## config.mk

```make
export PLATFORM = sky130hd
export DESIGN_NAME = mulu_m7q7_sequencer_flat
export DESIGN_NICKNAME = d
export VERILOG_FILES = /design/src/rtl/mulu_m7q7_sequencer_pkg.sv /design/src/rtl/mulu_m7q7_sequencer_if.sv /design/src/rtl/mulu_m7q7_sequencer_shift_add.sv /design/src/rtl/mulu_m7q7_sequencer.sv /design/src/flat_wrapper.sv
export SDC_FILE = /design/constraint.sdc
export NUM_CORES = 1
export LEC_CHECK = 0
export CORE_ASPECT_RATIO = 0.5
export CORE_MARGIN = 2
export CORE_UTILIZATION = 57
export CTS_CLUSTER_DIAMETER = 80
export CTS_CLUSTER_SIZE = 12
export DETAILED_ROUTE_END_ITERATION = 10
export DONT_BUFFER_PORTS = 1
export GPL_TIMING_DRIVEN = 0
export MAX_ROUTING_LAYER = met4
export PLACE_DENSITY = 0.75
export REMOVE_ABC_BUFFERS = 1
export SETUP_SLACK_MARGIN = 0.5
export SYNTH_ARGS = -nofsm -noshare
export SYNTH_HDL_FRONTEND = slang
export SYNTH_SLANG_ARGS = --single-unit
```

## constraint.sdc

```tcl
create_clock -name clk -period 2.4 [get_ports clk]
set_clock_uncertainty 0.05 [all_clocks]
set_input_delay 0.48 -clock clk [delete_from_list [all_inputs] [get_ports clk]]
set_output_delay 0.48 -clock clk [all_outputs]
set_load 0.03 [all_outputs]
```

## src/rtl/mulu_m7q7_sequencer_pkg.sv

```systemverilog
// Shared definitions for the 7x7 multiplier load/unload sequencer:
// operand width default, nibble geometry and FSM state encoding.
package mulu_m7q7_sequencer_pkg;

  localparam int unsigned OP_W_DEF = 7;
  localparam int unsigned NIB_W    = 4;
  localparam int unsigned NIB_CNT  = 4;
  localparam int unsigned CNT_W    = $clog2(NIB_CNT);

  typedef enum logic [1:0] {
    ST_LOAD   = 2'd0,
    ST_MUL    = 2'd1,
    ST_RES_LO = 2'd2,
    ST_RES_HI = 2'd3
  } state_t;

endpackage

```

## src/rtl/mulu_m7q7_sequencer_if.sv

```systemverilog
// Host-facing pin bundle of the sequencer: nibble load strobe/data,
// result-advance strobe and the product-half output.
interface mulu_m7q7_sequencer_if
  import mulu_m7q7_sequencer_pkg::*;
#(
  parameter int unsigned OP_W = OP_W_DEF
);

  logic             in_strobe;
  logic [NIB_W-1:0] in_nib;
  logic             out_next;
  logic             out_valid;
  logic [OP_W-1:0]  out_data;

  modport master (
    output in_strobe, in_nib, out_next,
    input  out_valid, out_data
  );

  modport slave (
    input  in_strobe, in_nib, out_next,
    output out_valid, out_data
  );

endinterface

```

## src/rtl/mulu_m7q7_sequencer_shift_add.sv

```systemverilog
// Iterative unsigned shift-add multiplier: start loads the operands, then
// one partial product per cycle, LSB-first on b, for exactly W cycles.
// last_c flags the cycle whose edge commits the final step; p_next_c is the
// value p takes at that edge, so the caller can register it without delay.
module mulu_m7q7_sequencer_shift_add #(
  parameter int unsigned W = 7
) (
  input  logic           clk,
  input  logic           rst,
  input  logic           start,
  input  logic [W-1:0]   a,
  input  logic [W-1:0]   b,
  output logic [2*W-1:0] p,
  output logic [2*W-1:0] p_next_c,
  output logic           last_c
);

  localparam int unsigned IW = $clog2(W);

  logic           busy;
  logic [IW-1:0]  iter;
  logic [2*W-1:0] mcand;
  logic [W-1:0]   mplier;

  // Accumulate the shifted multiplicand when the current multiplier bit is set
  always_comb begin
    p_next_c = p;
    if (busy && mplier[0]) begin
      p_next_c = p + mcand;
    end
    last_c = busy && (iter == IW'(W - 1));
  end

  // Operand shift registers, iteration counter and product accumulator
  always_ff @(posedge clk or posedge rst) begin
    if (rst) begin
      busy   <= 1'b0;
      iter   <= '0;
      mcand  <= '0;
      mplier <= '0;
      p      <= '0;
    end else if (start) begin
      busy   <= 1'b1;
      iter   <= '0;
      mcand  <= (2*W)'(a);
      mplier <= b;
      p      <= '0;
    end else if (busy) begin
      p      <= p_next_c;
      mcand  <= mcand << 1;
      mplier <= mplier >> 1;
      iter   <= iter + IW'(1);
      if (last_c) begin
        busy <= 1'b0;
      end
    end
  end

endmodule

```

## src/rtl/mulu_m7q7_sequencer.sv

```systemverilog
// Operand-load / result-unload sequencer for the 7x7 unsigned multiplier.
// Four strobed nibbles load A then B, a shift-add core runs OP_W cycles,
// and the product is unloaded as low then high OP_W-bit halves.
// Optional macro MULSEQ_INPUT_SYNC_EN: 2-flop synchronizers on in_strobe and
// out_next ahead of the edge detectors (default: pins feed edge detect directly).
module mulu_m7q7_sequencer
  import mulu_m7q7_sequencer_pkg::*;
#(
  parameter int unsigned OP_W = OP_W_DEF
) (
  input logic                  clk,
  input logic                  rst,
  mulu_m7q7_sequencer_if.slave bus
);

  localparam int unsigned PROD_W = 2 * OP_W;

  state_t             state, state_d;
  logic [CNT_W-1:0]   cnt, cnt_d;
  logic [OP_W-1:0]    a_reg, a_d;
  logic [NIB_W-1:0]   b_lo, b_lo_d;
  logic               out_valid_d;
  logic [OP_W-1:0]    out_data_d;
  logic               start_c;
  logic [OP_W-1:0]    b_full_c;
  logic [PROD_W-1:0]  prod, prod_next_c;
  logic               last_c;
  logic               strobe_lvl_c, next_lvl_c;
  logic               strobe_prev, next_prev;
  logic               strobe_evt_c, next_evt_c;

`ifdef MULSEQ_INPUT_SYNC_EN
  logic [1:0] strobe_sync, next_sync;

  // Two-flop synchronizers for the asynchronous host strobes
  always_ff @(posedge clk or posedge rst) begin
    if (rst) begin
      strobe_sync <= '0;
      next_sync   <= '0;
    end else begin
      strobe_sync <= {strobe_sync[0], bus.in_strobe};
      next_sync   <= {next_sync[0], bus.out_next};
    end
  end

  assign strobe_lvl_c = strobe_sync[1];
  assign next_lvl_c   = next_sync[1];
`else
  assign strobe_lvl_c = bus.in_strobe;
  assign next_lvl_c   = bus.out_next;
`endif

  // Previous strobe levels for rising-edge detection
  always_ff @(posedge clk or posedge rst) begin
    if (rst) begin
      strobe_prev <= 1'b0;
      next_prev   <= 1'b0;
    end else begin
      strobe_prev <= strobe_lvl_c;
      next_prev   <= next_lvl_c;
    end
  end

  assign strobe_evt_c = strobe_lvl_c & ~strobe_prev;
  assign next_evt_c   = next_lvl_c & ~next_prev;

  // B is only complete on the edge that captures its high nibble; bit 3 of that nibble drops out
  assign b_full_c = OP_W'({bus.in_nib, b_lo});

  mulu_m7q7_sequencer_shift_add #(
    .W (OP_W)
  ) u_shift_add (
    .clk      (clk),
    .rst      (rst),
    .start    (start_c),
    .a        (a_reg),
    .b        (b_full_c),
    .p        (prod),
    .p_next_c (prod_next_c),
    .last_c   (last_c)
  );

  // State, operand and output registers
  always_ff @(posedge clk or posedge rst) begin
    if (rst) begin
      state         <= ST_LOAD;
      cnt           <= '0;
      a_reg         <= '0;
      b_lo          <= '0;
      bus.out_valid <= 1'b0;
      bus.out_data  <= '0;
    end else begin
      state         <= state_d;
      cnt           <= cnt_d;
      a_reg         <= a_d;
      b_lo          <= b_lo_d;
      bus.out_valid <= out_valid_d;
      bus.out_data  <= out_data_d;
    end
  end

  // Next-state, nibble capture and output mux; each state honours only its own strobe
  always_comb begin
    state_d     = state;
    cnt_d       = cnt;
    a_d         = a_reg;
    b_lo_d      = b_lo;
    start_c     = 1'b0;
    out_valid_d = bus.out_valid;
    out_data_d  = bus.out_data;
    case (state)
      ST_LOAD: begin
        if (strobe_evt_c) begin
          cnt_d = cnt + CNT_W'(1);
          case (cnt)
            CNT_W'(0): a_d    = {a_reg[OP_W-1:NIB_W], bus.in_nib};
            CNT_W'(1): a_d    = OP_W'({bus.in_nib, a_reg[NIB_W-1:0]});
            CNT_W'(2): b_lo_d = bus.in_nib;
            default: begin
              start_c = 1'b1;
              state_d = ST_MUL;
            end
          endcase
        end
      end
      ST_MUL: begin
        if (last_c) begin
          state_d     = ST_RES_LO;
          out_valid_d = 1'b1;
          out_data_d  = prod_next_c[OP_W-1:0];
        end
      end
      ST_RES_LO: begin
        if (next_evt_c) begin
          state_d    = ST_RES_HI;
          out_data_d = prod[PROD_W-1:OP_W];
        end
      end
      ST_RES_HI: begin
        if (next_evt_c) begin
          state_d     = ST_LOAD;
          cnt_d       = '0;
          out_valid_d = 1'b0;
          out_data_d  = '0;
        end
      end
      default: begin
        state_d = ST_LOAD;
      end
    endcase
  end

endmodule

```

## src/flat_wrapper.sv

```systemverilog
// flat-port wrapper written by rule: the top's interface ports become plain ports
module mulu_m7q7_sequencer_flat import mulu_m7q7_sequencer_pkg::*;
#(
  parameter int unsigned OP_W = OP_W_DEF
)
  (clk, rst, bus_in_strobe, bus_in_nib, bus_out_next, bus_out_valid, bus_out_data);
  mulu_m7q7_sequencer_if #(.OP_W(OP_W)) bus_i ();
  input logic clk;
  input logic rst;
  input wire logic [$bits(bus_i.in_strobe)-1:0] bus_in_strobe;
  input wire logic [$bits(bus_i.in_nib)-1:0] bus_in_nib;
  input wire logic [$bits(bus_i.out_next)-1:0] bus_out_next;
  output wire logic [$bits(bus_i.out_valid)-1:0] bus_out_valid;
  output wire logic [$bits(bus_i.out_data)-1:0] bus_out_data;
  assign bus_i.in_strobe = bus_in_strobe;
  assign bus_i.in_nib = bus_in_nib;
  assign bus_i.out_next = bus_out_next;
  assign bus_out_valid = bus_i.out_valid;
  assign bus_out_data = bus_i.out_data;
  mulu_m7q7_sequencer #(.OP_W(OP_W)) u_core (.clk(clk), .rst(rst), .bus(bus_i));
endmodule
```

==> results of run 1 <==
-- worst max path at each step --
stage                                     start                        to  slack [ps]  cells past startpoint
global placement        u_core.u_shift_add.busy    u_core.bus.out_data[6]        -570                      6
detailed placement      u_core.u_shift_add.busy    u_core.bus.out_data[6]        -630                      6
CTS                 u_core.u_shift_add.mcand[0]  u_core.u_shift_add.p[10]         -20                      9
finish              u_core.u_shift_add.mcand[0]  u_core.u_shift_add.p[10]         -20                      9
global route        u_core.u_shift_add.mcand[0]  u_core.u_shift_add.p[10]        -120                      9
floorplan               u_core.u_shift_add.busy    u_core.bus.out_data[6]         -50                      6
-- routing by layer --
layer	vias up	GRT usage [%]	wire length [um]	share of wire, %
li1	1314	-	-	-
met1	1437	33.58	3936	41
met2	144	44.55	4470	46
met3	54	8.282	761	7.9
met4	0	10.15	456	4.7
met5	-	-	0	0
-- power by group --
part           internal, mW  total (mW)  switching (mW)
clock network         0.724        1.19           0.470
logic                  1.40        2.97            1.58
registers              1.55        2.15           0.598
total                  3.68        6.32            2.64
-- synthesized netlist by cell type, types with 3 or more instances --
cell       number  area share [%]
a31oi_1         3            0.54
clkbuf_1        8            0.86
nand3_1         4            0.57
a211oi_1        7             1.5
nand2b_1       10             1.8
xnor2_1         4             1.0
a21oi_1        21             3.0
nor3_1          5            0.72
mux2_2          5             1.6
a21o_1          5             1.1
dfrtp_1        64              46
and2_1          4            0.72
buf_1           3            0.32
a2bb2oi_1       3            0.75
nand3b_1        3            0.64
o21ai_0        31             4.4
inv_1          12             1.3
nor2_1         34             3.7
ha_1           25             8.9
mux2i_1        25             7.2
xor2_1          3            0.75
nand2_1        50             5.4
-- through the flow --
step / setup slack [ps] / total power [mW] / area, um^2
floorplan: -54.98 / 3.594 / 3437
global placement: -571.8 / 3.938 / 3533
CTS: -17.76 / 5.775 / 4179
detailed placement: -625.9 / 4.063 / 3555
finish: -17.00 / 6.321 / 4393
global route: -116.9 / 6.638 / 4393
-- worst max-delay path, cell delays in order, from the launching register on --
cell       delay (ps)
dfrtp_1           380
ha_2              190
inv_2              50
fa_2              230
nor2b_4            50
o31a_1            250
or4_4             440
a31o_4            260
a2111oi_4         280
nor3_1            100
-- cell type report --
type | instances | area (um^2)
timing repair buffer | 24 | 219.0
fill | 364 | 1613
tap | 77 | 96.34
multi-input combinational | 273 | 2160
inverter | 12 | 45.04
clock inverter | 3 | 17.52
sequential | 64 | 1605
clock buffer | 13 | 250.2
-- kinds of logic after synthesis --
| kind of cell | Yosys count |
|---|---|
| DFF | 64 |
| xor gates and xnor gates | 7 |
| muxes | 30 |
| adders and majority gates | 26 |
| AOI/OAI and AO/OA | 86 |
| and+or+nand+nor | 121 |
| buffers and inverters | 26 |
-- repair_timing --
action	CTS	global route
cloned	2	1
gates resized for setup	43	31
setup endpoints to repair	48	55
buffers inserted	18	5
hold buffers	0	0
pin swaps	23	20
==> results.tsv, run 1 <==
metric	value	unit
CTS root buf	clkbuf_16	
relative slew slack	61.08	%
grt ovf	0	
vias after detailed routing	2949	
xor and xnor fraction of the mapped netlist area	1.754	%
Inst Count DP	424	
core footprint	6006	um^2
setup_tns	-17.00	ps
I/O Pins	16	
Synth Cell Area	3496	um^2
static leakage	1.927	nW
utilization after layout	73.15	%
Tot GR Track Use	27.61	%
Hold/Removal Path Class	primary input to async pin	
DR vias/cell	6.328	
asr flop ratio synth	100.0	%
Skew-Pair Late Insertion Delay	330	ps
Reg2Reg Capture Point	u_core.u_shift_add.p[10]	
first-pass GRT wire length	13710	um
status	finished, violations left	
most frequent cells in the layout	63 x dfrtp_1, 48 x nand2_1, 30 x nor2_1	
first-pass detailed-route iteration total	5	
max cap viols	0	
die area	6813	um^2
largest family of logic cells by synthesized area	simple AND/OR/NAND/NOR gates	
Post-Synth Simple-Gate Area	15.78	%
largest net degree at the start of global routing	40	
Primary FF master, synth	dfrtp_1	
final hold violations	0	
Synth Register Bits	64	
clock-pin slew on the worst setup and hold paths	50	ps
final hold slack	42.14	ps
Synth-to-Final Area Change	25.66	%
wire per inst	20.65	um
failing checks	setup timing	
layout cell share with drive strength beyond 1	25.19	%
yosys warns	0	
Post-synth EDFFs	0	
Post-Synth Adder-Cell Area	9.520	%
antenna violations before repair	0	
Worst setup EP type	flip-flop	
final setup margin	-17.00	ps
CP Launch Type	flip-flop	
critical path arrival	2570	ps
clock sinks	64	
Worst Tran Pin Value	582.9	ps
Setup Crit Path Kind	flip-flop to flip-flop	
htree depth	3	
multiplexer share of the synthesized area	8.769	%
Initial Util	58.21	%
path depth of the worst reg2reg path	9	
Worst IR Drop VDD	0.7769	mV
RSZ-0062 raised after global routing	true	
Post-Synthesis Cells	360	
sequential-to-total area share from yosys stat	45.81	%
HPWL Detailed	4785	um
Slew Limit Fails	0	
Compound-Gate Fraction of Synth Area	15.39	%
DRT iter0 DRCs	154	
commonest non-fill, non-tap cell in the layout	dfrtp_1	
fin cells	466	
port buffer count	0	
# diodes	0	
fin nets	418	
clk buf depth	2	
vias in the first global route	2802	
Final setup viols	1	
WP data required	2560	ps
chip height	59.38	um
Final Cycle Share	100.7	%
GP Congestion	0.9006	
registers with the most flip-flops	u_core.u_shift_add.mcand: 14 flops, u_core.u_shift_add.p: 14 flops	
Cell variety after synth	47	
Die W	114.8	um
r2r setup slk	-20	ps
P per Cell Area	1439	nW/um^2
CTS tree	built	
Routed WL	9625	um
fmax	0.4137	GHz
Post-DRT Antenna Nets	0	
Remaining DRCs	0	
Critical Path Fanout Max	2	
Syn Area/Cell	9.711	um^2
FP Rows	20	
fin crit period	2417	ps
reg-to-reg critical path startpoint	u_core.u_shift_add.mcand[0]	
Num CTS Buffers	9	
Power figures use the tool's default switching activity.
==> run 2, diff against run 1 <==
--- a/config.mk
+++ b/config.mk
@@ -7,14 +7,15 @@
 export LEC_CHECK = 0
 export CORE_ASPECT_RATIO = 0.5
 export CORE_MARGIN = 2
-export CORE_UTILIZATION = 57
+export CORE_UTILIZATION = 58
+export CTS_BUF_LIST = sky130_fd_sc_hd__clkbuf_4 sky130_fd_sc_hd__clkbuf_8
 export CTS_CLUSTER_DIAMETER = 80
 export CTS_CLUSTER_SIZE = 12
 export DETAILED_ROUTE_END_ITERATION = 10
 export DONT_BUFFER_PORTS = 1
 export GPL_TIMING_DRIVEN = 0
 export MAX_ROUTING_LAYER = met4
-export PLACE_DENSITY = 0.75
+export PLACE_DENSITY = 0.74
 export REMOVE_ABC_BUFFERS = 1
 export SETUP_SLACK_MARGIN = 0.5
 export SYNTH_ARGS = -nofsm -noshare
==> constraint.sdc (replaced) <==
create_clock -name clk -period 3.1 [get_ports clk]
set_clock_uncertainty 0.05 [all_clocks]
set_input_delay 0.62 -clock clk [delete_from_list [all_inputs] [get_ports clk]]
set_output_delay 0.62 -clock clk [all_outputs]
set_load 0.03 [all_outputs]
==> results.tsv, run 2 (same netlist as run 1, synthesis figures left out) <==
metric	value	unit	change
status	finished, final reports clean		
Slew Limit Fails	0		unchanged
Synth-to-Final Area Change	8.840	%	
Initial Util	61.79	%	+3.6 points
static leakage	1.751	nW	-9.1%
Worst setup EP type	flip-flop		
clk buf depth	2		unchanged
Tot GR Track Use	25.10	%	-2.5 points
port buffer count	0		unchanged
core footprint	5658	um^2	-5.8%
Design Power	3.999	mW	-37%
critical path arrival	2660	ps	+90 ps
P per Cell Area	1051	nW/um^2	-27%
vias in the first global route	2756		-1.6%
FP Rows	19		-5.0%
final hold violations	0		unchanged
WP data required	3280	ps	+720 ps
# hold bufs at CTS	0		unchanged
Num CTS Buffers	9		unchanged
RSZ-0062 raised after global routing	false		
path depth of the worst reg2reg path	9		unchanged
Final Cycle Share	80.16	%	-21 points
commonest non-fill, non-tap cell in the layout	dfrtp_1		
fin nets	393		-6.0%
Skew-Pair Late Insertion Delay	350	ps	+20 ps
final setup margin	615.1	ps	+632.1 ps
FILL cells	451		+24%
Routed WL	7143	um	-26%
I/O Pins	16		unchanged
GP Congestion	0.9094		+0.98%
Critical Path Fanout Max	3		+1
r2r setup slk	620	ps	+630 ps
relative slew slack	51.11	%	-10 points
htree depth	3		unchanged
Die W	113.8	um	-0.83%
Remaining DRCs	0		unchanged
clock-pin slew on the worst setup and hold paths	80	ps	+30 ps
largest net degree at the start of global routing	48		+20%
Worst Tran Pin Value	733.3	ps	+150.4 ps
HPWL Detailed	5016	um	+4.8%
antenna violations before repair	0		unchanged
Worst IR Drop VDD	0.8494	mV	+9.3%
layout cell share with drive strength beyond 1	8.791	%	-16 points
dpl ws	67.31	ps	+693.2 ps
CTS root buf	clkbuf_8		
reg-to-reg critical path startpoint	u_core.u_shift_add.mcand[0]		
# diodes	0		unchanged
die area	6702	um^2	-1.6%
Setup Crit Path Kind	flip-flop to flip-flop		
DRT iter0 DRCs	168		+9.1%
chip height	58.90	um	-0.81%
fin crit period	2485	ps	+67.90 ps
Hold/Removal Path Class	primary input to async pin		
CP Launch Type	flip-flop		
DR vias/cell	5.870		-7.2%
grt ovf	0		unchanged
clock sinks	64		unchanged
Post-DRT Antenna Nets	0		unchanged
registers with the most flip-flops	u_core.u_shift_add.mcand: 14 flops, u_core.u_shift_add.p: 14 flops		
fmax	0.4024	GHz	-2.7%
first-pass detailed-route iteration total	4		-1
wire per inst	16.35	um	-21%
Reg2Reg Capture Point	u_core.u_shift_add.p[10]		
Final setup viols	0		-1
CTS tree	built		
first-pass GRT wire length	12520	um	-8.7%
setup_tns	0	ps	+17.00 ps
most frequent cells in the layout	63 x dfrtp_1, 50 x nand2_1, 33 x nor2_1		
vias after detailed routing	2565		-13%
max cap viols	0		unchanged
## run 2: final cells by class
class / instances / area, um^2 / area share, %
clock buffer: 9 / 123.9 / 3.256
multi-input combinational: 270 / 1819 / 47.81
sequential: 64 / 1603 / 42.12
clock inverter: 7 / 95.09 / 2.499
tap: 73 / 91.34 / 2.401
inverter: 12 / 45.04 / 1.184
timing repair buffer: 2 / 27.53 / 0.7234
## run 2: how the worst max path moves through the flow
stage                                start                       end  slack, ps
6_report       u_core.u_shift_add.mcand[0]  u_core.u_shift_add.p[10]        620
5_1_grt        u_core.u_shift_add.mcand[0]  u_core.u_shift_add.p[10]        500
4_1_cts        u_core.u_shift_add.mcand[0]  u_core.u_shift_add.p[10]        530
3_5_place_dp       u_core.u_shift_add.busy    u_core.bus.out_data[6]         70
3_3_place_gp       u_core.u_shift_add.busy    u_core.bus.out_data[6]        140
2_1_floorplan      u_core.u_shift_add.busy    u_core.bus.out_data[6]        650
## run 2: critical path, stage by stage (launching register included)
cell	delay, ps
dfrtp_1	390
ha_1	220
inv_1	80
fa_2	240
nor2b_4	50
o31a_1	270
or4_4	430
a31o_1	260
a2111oi_4	290
nor3_1	80
## run 2: report_power, final
part / internal, mW / total, mW / switching, mW
Clock: 0.453 / 0.791 / 0.338
Sequential: 1.20 / 1.62 / 0.426
Combinational: 0.710 / 1.58 / 0.874
## run 2: timing repair
item,CTS,global route
buffers inserted,0,1
resized for setup,2,6
setup endpoints to repair,14,4
pin swaps,0,2
## run 2: metrics by stage
step	hold slack, ps	instance area [um^2]	std cells	utilization, %
6_report	106.4	3805	437	67.25
5_1_grt	117.2	3805	437	67.25
4_1_cts	102.5	3772	436	66.67
3_5_place_dp	416.0	3550	420	62.74
3_3_place_gp	404.3	3528	419	62.36
2_1_floorplan	388.6	3437	346	-
## run 2: metal layers
metal / routed length [um] / track usage, % / vias up
met1: 3211 / 29.28 / 1221
li1: - / - / 1266
met5: 0 / - / -
met4: 78 / 9.059 / 0
met2: 3413 / 42.09 / 69
met3: 439 / 7.724 / 9
==> run 3, diff against run 2 <==
--- a/config.mk
+++ b/config.mk
@@ -15,7 +15,7 @@
 export DONT_BUFFER_PORTS = 1
 export GPL_TIMING_DRIVEN = 0
 export MAX_ROUTING_LAYER = met4
-export PLACE_DENSITY = 0.74
+export PLACE_DENSITY = 0.76
 export REMOVE_ABC_BUFFERS = 1
 export SETUP_SLACK_MARGIN = 0.5
 export SYNTH_ARGS = -nofsm -noshare
==> constraint.sdc (replaced) <==
create_clock -name clk -period 1.99 [get_ports clk]
set_clock_uncertainty 0.05 [all_clocks]
set_input_delay 0.398 -clock clk [delete_from_list [all_inputs] [get_ports clk]]
set_output_delay 0.398 -clock clk [all_outputs]
set_load 0.03 [all_outputs]
==> results.tsv, run 3 (same netlist as run 1, synthesis figures left out) <==
metric	value	unit	change
slowest stage delay, CP	440	ps	about the same
vias in the first global route	3123		+13%
port buffer count	0		unchanged
switching pwr	3.868	mW	+140%
dpl ws	-1038	ps	-1105 ps
status	finished, violations left		
most frequent cells in the layout	59 x dfrtp_1, 25 x mux2i_1, 24 x nand2_1, 24 x buf_4, 21 x nor2_1		
Num CTS Buffers	9		unchanged
DRT iter0 DRCs	400		+140%
critical path arrival	2690	ps	+30 ps
relative slew slack	47.61	%	-3.5 points
critical path cell sequence	ha_2 -> inv_2 -> fa_2 -> nor2b_4 -> o31a_1 -> or4_4 -> a31o_1 -> a2111oi_2 -> nor3_1		
# diodes	0		unchanged
clock power share	13.9	%	-5.9 points
fin crit period	2499	ps	+14.54 ps
antenna violations before repair	0		unchanged
grt ovf	0		unchanged
die area	6702	um^2	unchanged
wire per inst	26.67	um	+63%
Worst Tran Pin Value	784.7	ps	+51.37 ps
Skew-Pair Late Insertion Delay	370	ps	+20 ps
fin nets	439		+12%
GP Congestion	0.9076		-0.20%
Setup Crit Path Kind	flip-flop to flip-flop		
RSZ-0062 raised after global routing	true		
vias after detailed routing	3394		+32%
Initial Util	61.79	%	unchanged
failing checks	setup timing		
final hold slack	9.431	ps	-96.92 ps
Critical Path Fanout Max	2		-1
P per Cell Area	1796	nW/um^2	+71%
FP Rows	19		unchanged
register share of total power	31.9	%	-8.7 points
largest net degree at the start of global routing	36		-25%
static leakage	2.063	nW	+18%
clock sinks	64		unchanged
path depth of the worst reg2reg path	9		unchanged
fmax	0.4001	GHz	-0.58%
clock-pin slew on the worst setup and hold paths	80	ps	about the same
utilization after layout	83.61	%	+16 points
Worst IR Drop VDD	1.461	mV	+72%
Tot GR Track Use	32.94	%	+7.8 points
Routed WL	12880	um	+80%
CTS root buf	clkbuf_8		
CP Launch Type	flip-flop		
chip height	58.90	um	unchanged
WP data required	2180	ps	-1100 ps
Post-DRT Antenna Nets	0		unchanged
max cap viols	0		unchanged
first-pass GRT wire length	16040	um	+28%
Design Power	8.496	mW	+110%
Slowest-stage cell, CP	or4_4		
commonest non-fill, non-tap cell in the layout	dfrtp_1		
Worst setup EP type	flip-flop		
Slew Limit Fails	0		unchanged
Comb pwr share	54.2	%	+15 points
Switching Fraction	45.52	%	+4.6 points
I/O Pins	16		unchanged
clk buf depth	2		unchanged
DR vias/cell	7.027		+20%
Die W	113.8	um	unchanged
FILL cells	226		-50%
Final setup viols	16		+16
Final Cycle Share	125.6	%	+45 points
first-pass detailed-route iteration total	5		+1
Synth-to-Final Area Change	35.33	%	
Remaining DRCs	0		unchanged
Hold/Removal Path Class	primary input to async pin		
CTS tree	built		
core footprint	5658	um^2	unchanged
htree depth	3		unchanged
final setup margin	-509.4	ps	-1125 ps
layout cell share with drive strength beyond 1	40.98	%	+32 points
P_int	4.629	mW	+96%
final hold violations	0		unchanged
HPWL Detailed	4891	um	-2.5%
setup_tns	-4223	ps	-4223 ps
registers with the most flip-flops	u_core.u_shift_add.mcand: 14 flops, u_core.u_shift_add.p: 14 flops		
run 3: cell types whose count changed in the layout (fill, tap and decap cells not counted), moves of 7 or more:
| cell | change |
|---|---|
| and2_4 | +7 |
| buf_4 | +23 |
| buf_6 | +15 |
| ha_1 | -13 |
| ha_4 | +10 |
| nand2_1 | -26 |
| nand2_2 | +17 |
| nor2_1 | -12 |
| nor2_2 | +10 |
| o21ai_0 | -22 |
| o21ai_1 | +10 |
| o21ai_2 | +11 |
run 3: critical path, delay by kind of cell (launching register included):
| kind | cells | cell delay (ps) |
|---|---|---|
| buffers and inverters | 1 | 70 |
| adder cells (fa/ha/maj) | 2 | 450 |
| AO/OA/AOI/OAI | 3 | 800 |
| AND/OR/NAND/NOR | 3 | 570 |
| flip-flops | 1 | 410 |
run 3: final cells by class:
| cell class | count | area [um^2] | area share, % |
|---|---|---|---|
| tap | 73 | 91.34 | 1.931 |
| inverter | 12 | 55.05 | 1.164 |
| clock buffer | 11 | 145.1 | 3.068 |
| sequential | 64 | 1610 | 34.04 |
| clock inverter | 5 | 56.30 | 1.190 |
| timing repair buffer | 42 | 404.1 | 8.543 |
| multi-input combinational | 276 | 2369 | 50.07 |
run 3: worst paths after layout:
check / slack, ps / to / start
setup / recovery: -510 / u_core.u_shift_add.p[10] / u_core.u_shift_add.mcand[0]
hold / removal: 9 / u_core.u_shift_add.mplier[0] / rst
setup reg to reg: -510 / u_core.u_shift_add.p[10] / u_core.u_shift_add.mcand[0]
hold reg to reg: 500 / u_core.a_reg[6] / u_core.a_reg[6]
max in group asynchronous: 1240 / u_core.bus.out_data[6] / rst
min in group clk: 10 / u_core.next_prev / bus_out_next
run 3: metal layers:
metal / vias to the layer above / GRT usage, % / share of wire (%)
met5: - / - / 0
met4: 0 / 13.41 / 6.8
met3: 113 / 8.548 / 11
met2: 303 / 52.52 / 45
met1: 1608 / 41.02 / 37
li1: 1370 / - / -
run 3: power by group through the flow:
stage	Sequential [mW]	Combinational, mW	Clock (mW)
final	2.71	4.60	1.18
after global placement	2.51	2.24	0
after global routing	2.72	4.77	1.23
after CTS	2.55	3.32	1.14
after floorplan	2.39	1.95	0
after detailed placement	2.55	2.37	0
run 3: per-stage QoR:
step,area (um^2),std cells
after floorplan,3437,346
after global placement,3528,419
after detailed placement,3550,420
after CTS,4300,464
after global routing,4731,483
final,4731,483
run 3: repair_timing:
action,in CTS,in global routing
hold buffers,0,0
pin swaps,49,17
setup endpoints to repair,62,62
buffers inserted,22,19
gates resized for setup,103,72
gates cloned,6,0
